## config.mk

```make
export PLATFORM = sky130hd
export DESIGN_NAME = id_stage_piped
export DESIGN_NICKNAME = d
export VERILOG_FILES = /design/src/rtl/id_stage_piped_pkg.sv /design/src/rtl/id_stage_piped_regfile.sv /design/src/rtl/id_stage_piped.sv
export SDC_FILE = /design/constraint.sdc
export NUM_CORES = 1
export LEC_CHECK = 0
export CORE_UTILIZATION = 45
export CTS_BUF_LIST = sky130_fd_sc_hd__clkbuf_8
export DETAILED_ROUTE_END_ITERATION = 8
export GPL_TIMING_DRIVEN = 0
export PLACE_DENSITY = 0.74
export SLEW_MARGIN = 20
export SYNTH_ARGS = -nofsm -noshare
export SYNTH_HDL_FRONTEND = slang
export SYNTH_SLANG_ARGS = --single-unit
```

## constraint.sdc

```tcl
create_clock -name clk -period 4.2 [get_ports clk]
set_input_delay 0.42 -clock clk [delete_from_list [all_inputs] [get_ports clk]]
set_output_delay 0.42 -clock clk [all_outputs]
set_load 0.02 [all_outputs]
```

## src/rtl/id_stage_piped_pkg.sv

```systemverilog
// rtl/id_stage_piped_pkg.sv - decode constants and control bundle for the ID stage
package id_stage_piped_pkg;

  localparam logic [3:0] EXE_NONE = 4'b0000;
  localparam logic [3:0] EXE_MOV  = 4'b0001;
  localparam logic [3:0] EXE_ADD  = 4'b0010;
  localparam logic [3:0] EXE_ADC  = 4'b0011;
  localparam logic [3:0] EXE_SUB  = 4'b0100;
  localparam logic [3:0] EXE_SBC  = 4'b0101;
  localparam logic [3:0] EXE_AND  = 4'b0110;
  localparam logic [3:0] EXE_ORR  = 4'b0111;
  localparam logic [3:0] EXE_EOR  = 4'b1000;
  localparam logic [3:0] EXE_MVN  = 4'b1001;

  localparam logic [1:0] MODE_DP  = 2'b00;
  localparam logic [1:0] MODE_MEM = 2'b01;
  localparam logic [1:0] MODE_BR  = 2'b10;

  localparam logic [3:0] OP_AND = 4'b0000;
  localparam logic [3:0] OP_EOR = 4'b0001;
  localparam logic [3:0] OP_SUB = 4'b0010;
  localparam logic [3:0] OP_ADD = 4'b0100;
  localparam logic [3:0] OP_ADC = 4'b0101;
  localparam logic [3:0] OP_SBC = 4'b0110;
  localparam logic [3:0] OP_TST = 4'b1000;
  localparam logic [3:0] OP_CMP = 4'b1010;
  localparam logic [3:0] OP_ORR = 4'b1100;
  localparam logic [3:0] OP_MOV = 4'b1101;
  localparam logic [3:0] OP_MVN = 4'b1111;

  localparam logic [3:0] COND_EQ = 4'b0000;
  localparam logic [3:0] COND_NE = 4'b0001;
  localparam logic [3:0] COND_CS = 4'b0010;
  localparam logic [3:0] COND_CC = 4'b0011;
  localparam logic [3:0] COND_MI = 4'b0100;
  localparam logic [3:0] COND_PL = 4'b0101;
  localparam logic [3:0] COND_VS = 4'b0110;
  localparam logic [3:0] COND_VC = 4'b0111;
  localparam logic [3:0] COND_HI = 4'b1000;
  localparam logic [3:0] COND_LS = 4'b1001;
  localparam logic [3:0] COND_GE = 4'b1010;
  localparam logic [3:0] COND_LT = 4'b1011;
  localparam logic [3:0] COND_GT = 4'b1100;
  localparam logic [3:0] COND_LE = 4'b1101;
  localparam logic [3:0] COND_AL = 4'b1110;

  typedef struct packed {
    logic       s;
    logic       b;
    logic       mem_r;
    logic       mem_w;
    logic       wb_en;
    logic [3:0] exe_cmd;
  } ctrl_t;

  localparam ctrl_t CTRL_NONE = '0;

endpackage

```

## src/rtl/id_stage_piped_regfile.sv

```systemverilog
// rtl/id_stage_piped_regfile.sv - 2-read/1-write register file with writeback bypass
module id_regfile #(
  parameter int DATA_WIDTH = 32,
  parameter int NUM_REGS   = 16,
  parameter int BYPASS_EN  = 1,
  localparam int REG_W     = $clog2(NUM_REGS)
) (
  input  logic                  clk,
  input  logic                  rst,
  input  logic                  wb_en,
  input  logic [REG_W-1:0]      wb_dest,
  input  logic [DATA_WIDTH-1:0] wb_value,
  input  logic [3:0]            ra1,
  input  logic [3:0]            ra2,
  output logic [DATA_WIDTH-1:0] rd1,
  output logic [DATA_WIDTH-1:0] rd2
);

  logic [DATA_WIDTH-1:0] regs [NUM_REGS];

  // A writeback coinciding with reset is dropped along with everything else.
  always_ff @(posedge clk) begin
    if (rst) begin
      for (int i = 0; i < NUM_REGS; i++) regs[i] <= '0;
    end else if (wb_en && (int'(wb_dest) < NUM_REGS)) begin
      regs[wb_dest] <= wb_value;
    end
  end

  always_comb begin
    rd1 = '0;
    if (int'(ra1) < NUM_REGS) begin
      if ((BYPASS_EN != 0) && wb_en && (int'(wb_dest) == int'(ra1))) rd1 = wb_value;
      else rd1 = regs[ra1[REG_W-1:0]];
    end
  end

  always_comb begin
    rd2 = '0;
    if (int'(ra2) < NUM_REGS) begin
      if ((BYPASS_EN != 0) && wb_en && (int'(wb_dest) == int'(ra2))) rd2 = wb_value;
      else rd2 = regs[ra2[REG_W-1:0]];
    end
  end

endmodule

```

## src/rtl/id_stage_piped.sv

```systemverilog
// rtl/id_stage_piped.sv - ARM decode stage with built-in ID/EXE pipeline register
module id_stage_piped
  import id_stage_piped_pkg::*;
#(
  parameter int DATA_WIDTH = 32,
  parameter int ADDR_WIDTH = 32,
  parameter int NUM_REGS   = 16,
  parameter int BYPASS_EN  = 1,
  localparam int REG_W     = $clog2(NUM_REGS)
) (
  input  logic                  clk,
  input  logic                  rst,
  input  logic [ADDR_WIDTH-1:0] pc_in,
  input  logic [31:0]           instr_in,
  input  logic                  valid_in,
  input  logic                  hazard,
  input  logic                  freeze,
  input  logic                  flush,
  input  logic                  z,
  input  logic                  c,
  input  logic                  v,
  input  logic                  n,
  input  logic                  wb_en,
  input  logic [REG_W-1:0]      wb_dest,
  input  logic [DATA_WIDTH-1:0] wb_value,
  output logic [ADDR_WIDTH-1:0] pc_out,
  output logic                  valid_out,
  output logic                  s_out,
  output logic                  b_out,
  output logic                  mem_r_en_out,
  output logic                  mem_w_en_out,
  output logic                  wb_en_out,
  output logic [3:0]            exe_cmd_out,
  output logic [DATA_WIDTH-1:0] val_rn_out,
  output logic [DATA_WIDTH-1:0] val_rm_out,
  output logic                  imm_out,
  output logic [11:0]           shift_op_out,
  output logic [23:0]           simm24_out,
  output logic [REG_W-1:0]      dest_out,
  output logic [REG_W-1:0]      src1_out,
  output logic [REG_W-1:0]      src2_out,
  output logic                  two_src,
  output logic [REG_W-1:0]      hz_src1,
  output logic [REG_W-1:0]      hz_src2
);

  logic [3:0] cond, opcode, rn, rd, rm, src2_sel;
  logic [1:0] mode;
  logic       s_bit, imm_bit, is_store, cond_pass, bubble;
  logic [DATA_WIDTH-1:0] rn_val, rm_val;
  ctrl_t      ctrl, ctrl_q;

  assign cond     = instr_in[31:28];
  assign mode     = instr_in[27:26];
  assign imm_bit  = instr_in[25];
  assign opcode   = instr_in[24:21];
  assign s_bit    = instr_in[20];
  assign rn       = instr_in[19:16];
  assign rd       = instr_in[15:12];
  assign rm       = instr_in[3:0];
  assign is_store = (mode == MODE_MEM) && !s_bit;
  // STR needs Rd as its store data, so it takes over the second read port.
  assign src2_sel = is_store ? rd : rm;

  assign two_src  = ~imm_bit | is_store;
  assign hz_src1  = rn[REG_W-1:0];
  assign hz_src2  = src2_sel[REG_W-1:0];

  id_regfile #(
    .DATA_WIDTH(DATA_WIDTH),
    .NUM_REGS  (NUM_REGS),
    .BYPASS_EN (BYPASS_EN)
  ) u_regfile (
    .clk     (clk),
    .rst     (rst),
    .wb_en   (wb_en),
    .wb_dest (wb_dest),
    .wb_value(wb_value),
    .ra1     (rn),
    .ra2     (src2_sel),
    .rd1     (rn_val),
    .rd2     (rm_val)
  );

  always_comb begin
    ctrl = CTRL_NONE;
    case (mode)
      MODE_DP: begin
        ctrl.wb_en = 1'b1;
        case (opcode)
          OP_MOV:  ctrl.exe_cmd = EXE_MOV;
          OP_MVN:  ctrl.exe_cmd = EXE_MVN;
          OP_ADD:  ctrl.exe_cmd = EXE_ADD;
          OP_ADC:  ctrl.exe_cmd = EXE_ADC;
          OP_SUB:  ctrl.exe_cmd = EXE_SUB;
          OP_SBC:  ctrl.exe_cmd = EXE_SBC;
          OP_AND:  ctrl.exe_cmd = EXE_AND;
          OP_ORR:  ctrl.exe_cmd = EXE_ORR;
          OP_EOR:  ctrl.exe_cmd = EXE_EOR;
          OP_CMP:  begin ctrl.exe_cmd = EXE_SUB; ctrl.wb_en = 1'b0; end
          OP_TST:  begin ctrl.exe_cmd = EXE_AND; ctrl.wb_en = 1'b0; end
          default: ctrl.wb_en = 1'b0;
        endcase
        if (ctrl.exe_cmd != EXE_NONE) ctrl.s = s_bit;
      end
      MODE_MEM: begin
        ctrl.exe_cmd = EXE_ADD;
        ctrl.mem_r   = s_bit;
        ctrl.wb_en   = s_bit;
        ctrl.mem_w   = !s_bit;
      end
      MODE_BR: ctrl.b = 1'b1;
      default: ctrl = CTRL_NONE;
    endcase
  end

  always_comb begin
    cond_pass = 1'b0;
    case (cond)
      COND_EQ: cond_pass = z;
      COND_NE: cond_pass = ~z;
      COND_CS: cond_pass = c;
      COND_CC: cond_pass = ~c;
      COND_MI: cond_pass = n;
      COND_PL: cond_pass = ~n;
      COND_VS: cond_pass = v;
      COND_VC: cond_pass = ~v;
      COND_HI: cond_pass = c & ~z;
      COND_LS: cond_pass = ~c | z;
      COND_GE: cond_pass = (n == v);
      COND_LT: cond_pass = (n != v);
      COND_GT: cond_pass = ~z & (n == v);
      COND_LE: cond_pass = z | (n != v);
      COND_AL: cond_pass = 1'b1;
      default: cond_pass = 1'b0;
    endcase
  end

  assign bubble = hazard | ~cond_pass | ~valid_in;

  // Flush clears the data fields too, so it shares the reset path and overrides freeze.
  always_ff @(posedge clk) begin
    if (rst || flush) begin
      pc_out       <= '0;
      valid_out    <= 1'b0;
      ctrl_q       <= CTRL_NONE;
      val_rn_out   <= '0;
      val_rm_out   <= '0;
      imm_out      <= 1'b0;
      shift_op_out <= '0;
      simm24_out   <= '0;
      dest_out     <= '0;
      src1_out     <= '0;
      src2_out     <= '0;
    end else if (!freeze) begin
      pc_out       <= pc_in;
      valid_out    <= !bubble;
      ctrl_q       <= bubble ? CTRL_NONE : ctrl;
      val_rn_out   <= rn_val;
      val_rm_out   <= rm_val;
      imm_out      <= imm_bit;
      shift_op_out <= instr_in[11:0];
      simm24_out   <= instr_in[23:0];
      dest_out     <= rd[REG_W-1:0];
      src1_out     <= rn[REG_W-1:0];
      src2_out     <= src2_sel[REG_W-1:0];
    end
  end

  assign s_out        = ctrl_q.s;
  assign b_out        = ctrl_q.b;
  assign mem_r_en_out = ctrl_q.mem_r;
  assign mem_w_en_out = ctrl_q.mem_w;
  assign wb_en_out    = ctrl_q.wb_en;
  assign exe_cmd_out  = ctrl_q.exe_cmd;

endmodule
```

==> impl_metrics.tcl <==
set metrics [dict create \
    status "finished clean" \
    post-route-util 0.5315 \
    cts_setup_buffers 0 \
    synth_nets 2585 \
    vdd_drop_max_v 0.0002082 \
    tritoncts "yes" \
    row_count 103 \
    critical_path.max_fanout 10 \
    synthDistinctLibCells 51 \
    seq_area_frac_synth 0.5029 \
    finalCriticalPeriod_ps 3638 \
    yosys-top-cells-area "edfxtp_1 (43%), mux4_2 (26%), and2_1 (8.9%), dfxtp_1 (7.5%), mux2i_1 (2.5%)" \
    use_met2 0.5212 \
    dp_slack_ps -10.34 \
    finalCritPeriodShare 0.8662 \
    use_met1 0.4429 \
    max_freq_mhz 274.9 \
    drcViolationCount 0 \
    top_usage_layer "met2" \
    drt-total-wl_um 141700 \
    met3_usage 0.1162 \
    drv_cap 0 \
    gp_congestion 1.016 \
    rsz0062_at_grt "false" \
    clkPwrFrac 0.351 \
    yosysWarningCount 0 \
    finalPower_uw 15540 \
    p_sw_uw 4451 \
    clock_path_buffers 3 \
    skew_ps 24.97 \
    antenna_found_initial 17 \
    start_util 0.4550 \
    hp-class "input port to register" \
    multi_input_area_sq_mm 0.01662 \
    dp_cells 3788 \
    combPwrFrac 0.166 \
    p_per_area_mw_per_mm2 370.1 \
    core_sq_mm 0.07900 \
    layout.nets 2958 \
    netlist_top_cells_count "and2_1 (514), edfxtp_1 (512), mux4_2 (416), clkbuf_1 (180), dfxtp_1 (135)" \
    grt_pass1_wl_um 196000 \
    fill_cells 6474 \
    synthMostInstantiatedCell "and2_1" \
    stdcell_count 3988 \
    synthFlopType "edfxtp_1" \
    cts_buffers 105 \
    insertion_delay_ps 760 \
    netlist_area_sq_mm 0.03595 \
    swShare 0.2864 \
    cts.root.buffer_cell "clkbuf_8" \
    synth_largest_area_cell "edfxtp_1" \
    finalSetupViolations 0 \
    wire_per_inst_um 35.53 \
    cp-start-kind "input port" \
    grt_max_degree 33 \
    dp_hpwl_um 102300 \
    grt.total_usage 0.3466 \
    drtIter0Drc 4745 \
    p_leak_uw 0.01441 \
    dieArea_sq_mm 0.08102 \
    postSynthCellCount 2474 \
    cts.sinks 647 \
    grt_overflow 0 \
    firstDrtPassIters 8 \
    finalHoldViolCount 0 \
    ios 275 \
    seqCellArea_sq_mm 0.01808 \
    crit_type "input port to register" \
    via_per_inst 6.836 \
    worstMarginPinSlew_ps 1312 \
    die_w_um 284.6 \
    synth_seq_cells 647 \
    p_int_uw 11090 \
    cts_hold_buf 1 \
    worstPathRequired_ps 4860 \
    drive_gt1_frac 0.2312 \
    die_h_um 284.6 \
    ant_nets 0 \
    slew_headroom 0.1254 \
    htree_levels 3 \
    synth-edff-count 512 \
    syn_to_final_growth_pct 16.81 \
    post_cts_resized 0 \
    drv_slew 0 \
    fin_ws_ps 562.1 \
    clk_pin_slew_worst_paths_ps 60 \
    num_vias 27261 \
    crit_arrival_ps 4300 \
    grt_pass1_vias 26562 \
    seq_power_share 0.484 \
    syn_avg_cell_area_sq_um 14.53 \
    cp-end-kind "register" \
    synth_top_area_frac 0.4277 \
    synthArstFlopShare 0 \
    io_buffers 263 \
]
-- power by group through the flow --
stage	Clock (uW)	Combinational, uW	Sequential (uW)
after floorplan	0	1410	7600
after global placement	0	2440	7580
after detailed placement	0	2480	7630
after CTS	5400	2490	7500
after global routing	5670	2610	7550
final	5450	2580	7510
-- final cells by class --
cell class,instances,area share
clock inverter,74,0.009118
sequential,647,0.4305
timing repair buffer,266,0.06347
clock buffer,118,0.03868
buffer,274,0.02911
inverter,18,0.001609
multi-input combinational,1535,0.3959
antenna,6,0.0003576
tap,1050,0.03129
-- critical path, cell delays in order --
cell	delay, ps
clkdlybuf4s50_1	710
buf_1	930
clkbuf_1	850
mux4_2	370
o221ai_1	320
or4_1	560
a21oi_1	140
-- layer usage --
metal / share of wire / wire [um]
met1: 0.34 / 48510
met3: 0.15 / 21610
met5: 0.00076 / 108
met2: 0.45 / 63270
met4: 0.058 / 8211
-- cell families after synthesis --
group / after synthesis / share of synthesized area
multiplexers: 511 / 0.2876
AO/OA/AOI/OAI: 315 / 0.05562
flip-flops: 647 / 0.5029
XOR/XNOR: 7 / 0.001706
AND/OR/NAND/NOR: 702 / 0.1168
buffers and inverters: 292 / 0.03543
-- flip-flops by register name, indices dropped and copies added (netlist names), 4 cells and up --
signal          flops
val_rm_out         32
u_regfile.regs    512
val_rn_out         32
shift_op_out       11
simm24_out         13
exe_cmd_out         4
pc_out             32
src2_out            4
-- final timing paths --
kind,from,end,slack (ps),cells past startpoint
max,instr_in[13],val_rm_out[1]$_SDFFE_PP0N_,560,7
min,pc_in[17],pc_out[17]$_SDFFE_PP0N_,300,3
max reg2reg,u_regfile.regs[15][1]$_SDFFCE_PN0P_,val_rn_out[1]$_SDFFE_PP0N_,1930,4
min reg2reg,valid_out$_SDFFE_PP0N_,valid_out$_SDFFE_PP0N_,460,1
-- metrics by stage --
step,area [sq um],hold slack [ps],TNS (ps)
floorplan,35950,540.7,0
global placement,39890,433.7,-14280
detailed placement,39940,445.2,-10.34
CTS,41960,257.1,0
global route,41980,303.3,0
finish,41990,301.6,0
-- layout by cell type, fill, tap and decap left out, types with 4 or more instances in the layout --
master and count:
buf_4 27, or2_4 6, o22a_1 31, diode_2 6
clkinv_1 14, nand3_1 9, mux4_2 416, buf_1 13
buf_2 50, clkbuf_2 12, or4_1 31, buf_6 4
clkinv_2 16, o22ai_1 66, o21ai_0 66, xnor2_1 6
o221ai_1 31, or3_1 6, and2_1 514, or2_2 11
clkbuf_8 118, inv_1 54, a21oi_1 90, a32o_1 6
a31oi_1 6, mux2i_1 91, clkbuf_1 170, nand2_1 18
a221oi_1 6, edfxtp_1 512, nor3_1 6, nor2_1 81
dfxtp_1 135, clkdlybuf4s50_1 263
No activity file was read; power rests on OpenSTA's default activity.
